==> src/rtl/prog_loader.sv <==
// rtl/prog_loader.sv - boot loader: length-prefixed byte stream into instruction memory, then CPU release
// Optional trailing checksum byte: define PROG_LOADER_CHECKSUM_EN.
module prog_loader #(
    parameter int ADDR_W    = 10,
    parameter int DEPTH     = 1024,
    parameter int BASE_ADDR = 0
) (
    input  logic              clk,
    input  logic              rst,
    input  logic              in_valid,
    input  logic [7:0]        in_data,
    output logic              in_ready,
    input  logic              reload,
    output logic              mem_we,
    output logic [ADDR_W-1:0] mem_addr,
    output logic [15:0]       mem_wdata,
    output logic              cpu_rst,
    output logic              done,
    output logic              error
);

`ifdef PROG_LOADER_CHECKSUM_EN
    typedef enum logic [2:0] {
        S_LEN_HI, S_LEN_LO, S_DATA_HI, S_DATA_LO, S_CHK, S_FINISH, S_RUN, S_ERR
    } state_t;
    localparam state_t S_END = S_CHK;
`else
    typedef enum logic [2:0] {
        S_LEN_HI, S_LEN_LO, S_DATA_HI, S_DATA_LO, S_FINISH, S_RUN, S_ERR
    } state_t;
    localparam state_t S_END = S_FINISH;
`endif

    state_t              state_q, state_d;
    logic [15:0]         len_q, len_d;
    logic [7:0]          hold_q, hold_d;
    logic [15:0]         idx_q, idx_d;
    logic                in_ready_q, in_ready_d;
    logic                mem_we_q, mem_we_d;
    logic [ADDR_W-1:0]   mem_addr_q, mem_addr_d;
    logic [15:0]         mem_wdata_q, mem_wdata_d;
    logic                cpu_rst_q, cpu_rst_d;
    logic                done_q, done_d;
    logic                error_q, error_d;
    logic                accept;
    logic [15:0]         len_new;
`ifdef PROG_LOADER_CHECKSUM_EN
    logic [7:0]          sum_q, sum_d;
`endif

    assign accept  = in_valid && in_ready_q;
    assign len_new = {len_q[15:8], in_data};

    always_comb begin
        state_d     = state_q;
        len_d       = len_q;
        hold_d      = hold_q;
        idx_d       = idx_q;
        mem_we_d    = 1'b0;
        mem_addr_d  = mem_addr_q;
        mem_wdata_d = mem_wdata_q;
`ifdef PROG_LOADER_CHECKSUM_EN
        sum_d       = sum_q;
        if (accept && (state_q == S_DATA_HI || state_q == S_DATA_LO))
            sum_d = sum_q + in_data;
`endif
        case (state_q)
            S_LEN_HI: if (accept) begin
                len_d[15:8] = in_data;
                state_d     = S_LEN_LO;
            end
            S_LEN_LO: if (accept) begin
                len_d = len_new;
                if (32'(len_new) > DEPTH) state_d = S_ERR;
                else if (len_new == 16'd0) state_d = S_END;
                else state_d = S_DATA_HI;
            end
            S_DATA_HI: if (accept) begin
                hold_d  = in_data;
                state_d = S_DATA_LO;
            end
            S_DATA_LO: if (accept) begin
                mem_we_d    = 1'b1;
                mem_wdata_d = {hold_q, in_data};
                mem_addr_d  = ADDR_W'(BASE_ADDR) + ADDR_W'(idx_q);
                idx_d       = idx_q + 16'd1;
                state_d     = (idx_q == len_q - 16'd1) ? S_END : S_DATA_HI;
            end
`ifdef PROG_LOADER_CHECKSUM_EN
            S_CHK: if (accept) begin
                state_d = (in_data == sum_q) ? S_FINISH : S_ERR;
            end
`endif
            S_FINISH: state_d = S_RUN;
            S_RUN, S_ERR: if (reload) begin
                state_d = S_LEN_HI;
                idx_d   = 16'd0;
`ifdef PROG_LOADER_CHECKSUM_EN
                sum_d   = 8'd0;
`endif
            end
            default: state_d = S_LEN_HI;
        endcase
        // Status outputs track the next state so they line up with state_q after the edge.
        in_ready_d = (state_d != S_RUN) && (state_d != S_ERR) && (state_d != S_FINISH);
        cpu_rst_d  = (state_d != S_RUN);
        done_d     = (state_d == S_RUN);
        error_d    = (state_d == S_ERR);
    end

    always_ff @(posedge clk) begin
        if (rst) begin
            state_q     <= S_LEN_HI;
            len_q       <= 16'd0;
            hold_q      <= 8'd0;
            idx_q       <= 16'd0;
            in_ready_q  <= 1'b0;
            mem_we_q    <= 1'b0;
            mem_addr_q  <= '0;
            mem_wdata_q <= 16'd0;
            cpu_rst_q   <= 1'b1;
            done_q      <= 1'b0;
            error_q     <= 1'b0;
`ifdef PROG_LOADER_CHECKSUM_EN
            sum_q       <= 8'd0;
`endif
        end else begin
            state_q     <= state_d;
            len_q       <= len_d;
            hold_q      <= hold_d;
            idx_q       <= idx_d;
            in_ready_q  <= in_ready_d;
            mem_we_q    <= mem_we_d;
            mem_addr_q  <= mem_addr_d;
            mem_wdata_q <= mem_wdata_d;
            cpu_rst_q   <= cpu_rst_d;
            done_q      <= done_d;
            error_q     <= error_d;
`ifdef PROG_LOADER_CHECKSUM_EN
            sum_q       <= sum_d;
`endif
        end
    end

    assign in_ready  = in_ready_q;
    assign mem_we    = mem_we_q;
    assign mem_addr  = mem_addr_q;
    assign mem_wdata = mem_wdata_q;
    assign cpu_rst   = cpu_rst_q;
    assign done      = done_q;
    assign error     = error_q;

endmodule

==> config.mk <==
export PLATFORM = sky130hd
export DESIGN_NAME = prog_loader
export DESIGN_NICKNAME = d
export VERILOG_FILES = /design/src/rtl/prog_loader.sv
export SDC_FILE = /design/constraint.sdc
export NUM_CORES = 1
export LEC_CHECK = 0
export BUFFER_PORTS_ARGS = -buffer_cell sky130_fd_sc_hd__buf_2
export CORE_MARGIN = 1.5
export CORE_UTILIZATION = 35
export DETAILED_ROUTE_END_ITERATION = 6
export GPL_TIMING_DRIVEN = 0
export HOLD_SLACK_MARGIN = 0.02
export PLACE_DENSITY = 0.58
export SYNTH_ARGS = -nofsm -noshare
export SYNTH_HDL_FRONTEND = slang
export SYNTH_SLANG_ARGS = --single-unit
export TNS_END_PERCENT = 10
==> constraint.sdc <==
create_clock -name clk -period 7.1 [get_ports clk]
set_clock_uncertainty 0.2 [all_clocks]
set_input_delay 0.71 -clock clk [delete_from_list [all_inputs] [get_ports clk]]
set_output_delay 0.71 -clock clk [all_outputs]
set_load 0.05 [all_outputs]
==> impl_results.md <==
* Outcome: completed
* Layout area overhead at 17.57%
* WL per Instance at 13.51 um
* Yosys cell types at 48
* Port Buffers at 42
* Register area at 1481 um^2
* Initial Util at 35.59%
* Initial antenna violation count at 0
* Pwr/cell area at 217.8 nW/um^2
* CTS Hold Bufs at 0
* Largest net degree at the start of global routing at 13
* Number of global-route vias before repair at 2681
* Relative slew slack at 24.27%
* Setup Buffers After CTS at 0
* GPL Wtd Cong at 0.8850
* Layout cell share with drive strength beyond 1 at 14.35%
* Die width at 102.2 um
* Max Fclk at 305.4 MHz
* Slew @ Worst Pin at 1.127 ns
* I/O Pins at 43
* Clock root buffer: clkbuf_8
* Core area at 9684 um^2
* Drt total wl at 8.298 mm
* Cell row count at 36
* Share of flip-flops with an asynchronous set or reset at 0%
* Final period util at 46.13%
* DRT iter0 DRCs at 193
* Die area at 10450 um^2
* Post-synthesis sequential area ratio at 42.98%
* Min Tclk post-route at 3.275 ns
* Syn. warnings at 0
* Clk Latency, worst-skew pair at 0.34 ns
* Sink Count at 74
* DR vias/cell at 4.893
* Cell area after synthesis at 3447 um^2
* ANT nets after route at 0
* Antenna diode count at 0
* # DRC at 0
* Crit Path Class: flop to flop
* Clock slew seen by the registers of the worst setup and hold paths at 0.07 ns
* Fin. Hold Viols at 0
* RSZ-0062 raised after global routing: no
* Mapped Nets at 437
* Final nets at 490
* Die H at 102.2 um
* CP required at 7.11 ns
* Register bit total from synthesis at 74
* Filler cell count at 1005
* Post-synth EDFFs at 0
* Initial DRT Pass Iterations at 4
* Setup Viol. Count Final at 0
* Placed Cells at 598
* Max-cap viol count at 0
* Final Non-Filler Cells at 614
* Cells resized by post-CTS repair at 0
* Setup crit end kind: flop
* Clk buf depth at 2
* Dpl hpwl at 6.237 mm
* Count of final max-slew check failures at 0
* Startpoint class of the critical path: flop
* Final core occ at 41.85%
* Cts bufs inserted at 9
* Syn avg cell area at 8.149 um^2
* Worst vdd ir at 131.1 uV
* # H-tree levels at 3
* Worst min path class: flop to flop
* First-pass GRT wire length at 13.42 mm
* Synth Flop Type: dfxtp_1
* TNS Setup at 0 ns
* DR vias at 3004
* Cell count after synthesis at 423
* Area of the multi-input gates at 1836 um^2
* Critical Path AT at 3.29 ns
* Grt ovf at 0
* Max Fanout on Critical Path at 10
* GRT Total Usage at 16.65%
* Lkg Pwr at 1.595 nW
* CTS tree: yes
## per-stage QoR
| stage | setup WS [ns] | hold WS [ns] | power [mW] | area (um^2) |
|---|---|---|---|---|
| finish | 3.825 | 0.2547 | 0.8826 | 4053 |
| floorplan | 4.233 | 0.2316 | 0.4972 | 3447 |
| global placement | 3.912 | 0.2424 | 0.5184 | 3824 |
| CTS | 3.831 | 0.2555 | 0.8921 | 4053 |
| global route | 3.623 | 0.2750 | 0.9199 | 4053 |
| detailed placement | 3.859 | 0.2440 | 0.5210 | 3824 |
## cells in the mapped netlist (all sizes together) (3+ instances only)
cell type   n  area share [%]
a211oi      3            0.80
a21oi      34             4.9
and3        4            0.73
buf         5            0.62
clkbuf     23             2.5
dfxtp      74              43
inv         6            0.65
mux2i      25             7.3
nand2      70             7.6
nand2b      3            0.54
nand3      11             1.6
nand4       5            0.91
nor2       58             6.3
nor3       10             1.6
nor4       13             2.5
nor4b       4             1.2
o21ai       7             1.0
or2         3            0.54
or3         7             1.3
xnor2      12             3.0
xor2       16             4.1
## layer usage
layer	GRT usage [%]	share of wire [%]
met5	0	0
met2	24.10	44
met3	3.146	3.4
met1	24.61	51
met4	5.690	1.7
## power by group
part | leakage [nW] | internal (mW) | switching (mW)
combinational | 0.881 | 0.0328 | 0.0540
sequential | 0.598 | 0.420 | 0.00501
clock | 0.117 | 0.217 | 0.153
total | 1.60 | 0.670 | 0.212
## layout make-up
| class | instances | share of cell area, % |
|---|---|---|
| plain buffers | 28 | 2.655 |
| clock buffers | 12 | 3.828 |
| clock inverters | 4 | 1.822 |
| inverters | 6 | 0.5557 |
| multi-input cells | 315 | 45.29 |
| flip-flops and latches | 74 | 36.55 |
| well taps | 133 | 4.106 |
| repair buffers | 42 | 5.187 |
## sequential cells by signal, indices dropped and copies added, names as in the netlist
signal and count:
cpu_rst 1, done 1, error 1, hold_q 8
idx_q 16, in_ready 1, len_q 16, mem_addr 10
mem_wdata 16, mem_we 1, state_q 3
## worst max-delay path: stages, from the launching register on
cell	delay, ns
dfxtp_1	0.36
inv_1	0.07
ha_1	0.18
or4b_1	0.42
buf_2	0.19
o31ai_1	0.33
nor4b_1	0.39
o311ai_0	0.20
nor4b_1	0.45
nand3_1	0.16
nor4b_2	0.18
## kinds of logic (layout without fill, tap and decap cells)
family	Yosys count	after routing	synth area share [%]
adder cells (fa/ha/maj)	2	2	0.7258
multiplexers	26	26	7.586
AO/OA/AOI/OAI	61	61	10.63
XOR/XNOR	28	28	7.114
buffers and inverters	34	92	3.775
AND/OR/NAND/NOR	198	198	27.19
flip-flops	74	74	42.98
## placed cells by master (no fill, tap or decap), types with 11 or more instances in the layout
| master | n |
|---|---|
| clkbuf_8 | 11 |
| dfxtp_1 | 74 |
| mux2i_1 | 25 |
| xnor2_1 | 12 |
| nand3_1 | 11 |
| clkbuf_1 | 24 |
| nor4_1 | 12 |
| a21oi_1 | 34 |
| nand2_1 | 70 |
| xor2_1 | 16 |
| buf_2 | 44 |
| nor2_1 | 58 |
## worst paths after layout
| path | endpoint | startpoint | cells after the start | slack, ns |
|---|---|---|---|---|
| setup / recovery | error$_SDFF_PP0_ | len_q[0]$_SDFFE_PP0P_ | 10 | 3.83 |
| setup reg to reg | error$_SDFF_PP0_ | len_q[0]$_SDFFE_PP0P_ | 10 | 3.83 |
| hold reg to reg | mem_wdata[13]$_SDFFE_PP0P_ | mem_wdata[13]$_SDFFE_PP0P_ | 2 | 0.25 |
| hold / removal | mem_wdata[13]$_SDFFE_PP0P_ | mem_wdata[13]$_SDFFE_PP0P_ | 2 | 0.25 |
No activity file was read; power rests on OpenSTA's default activity.
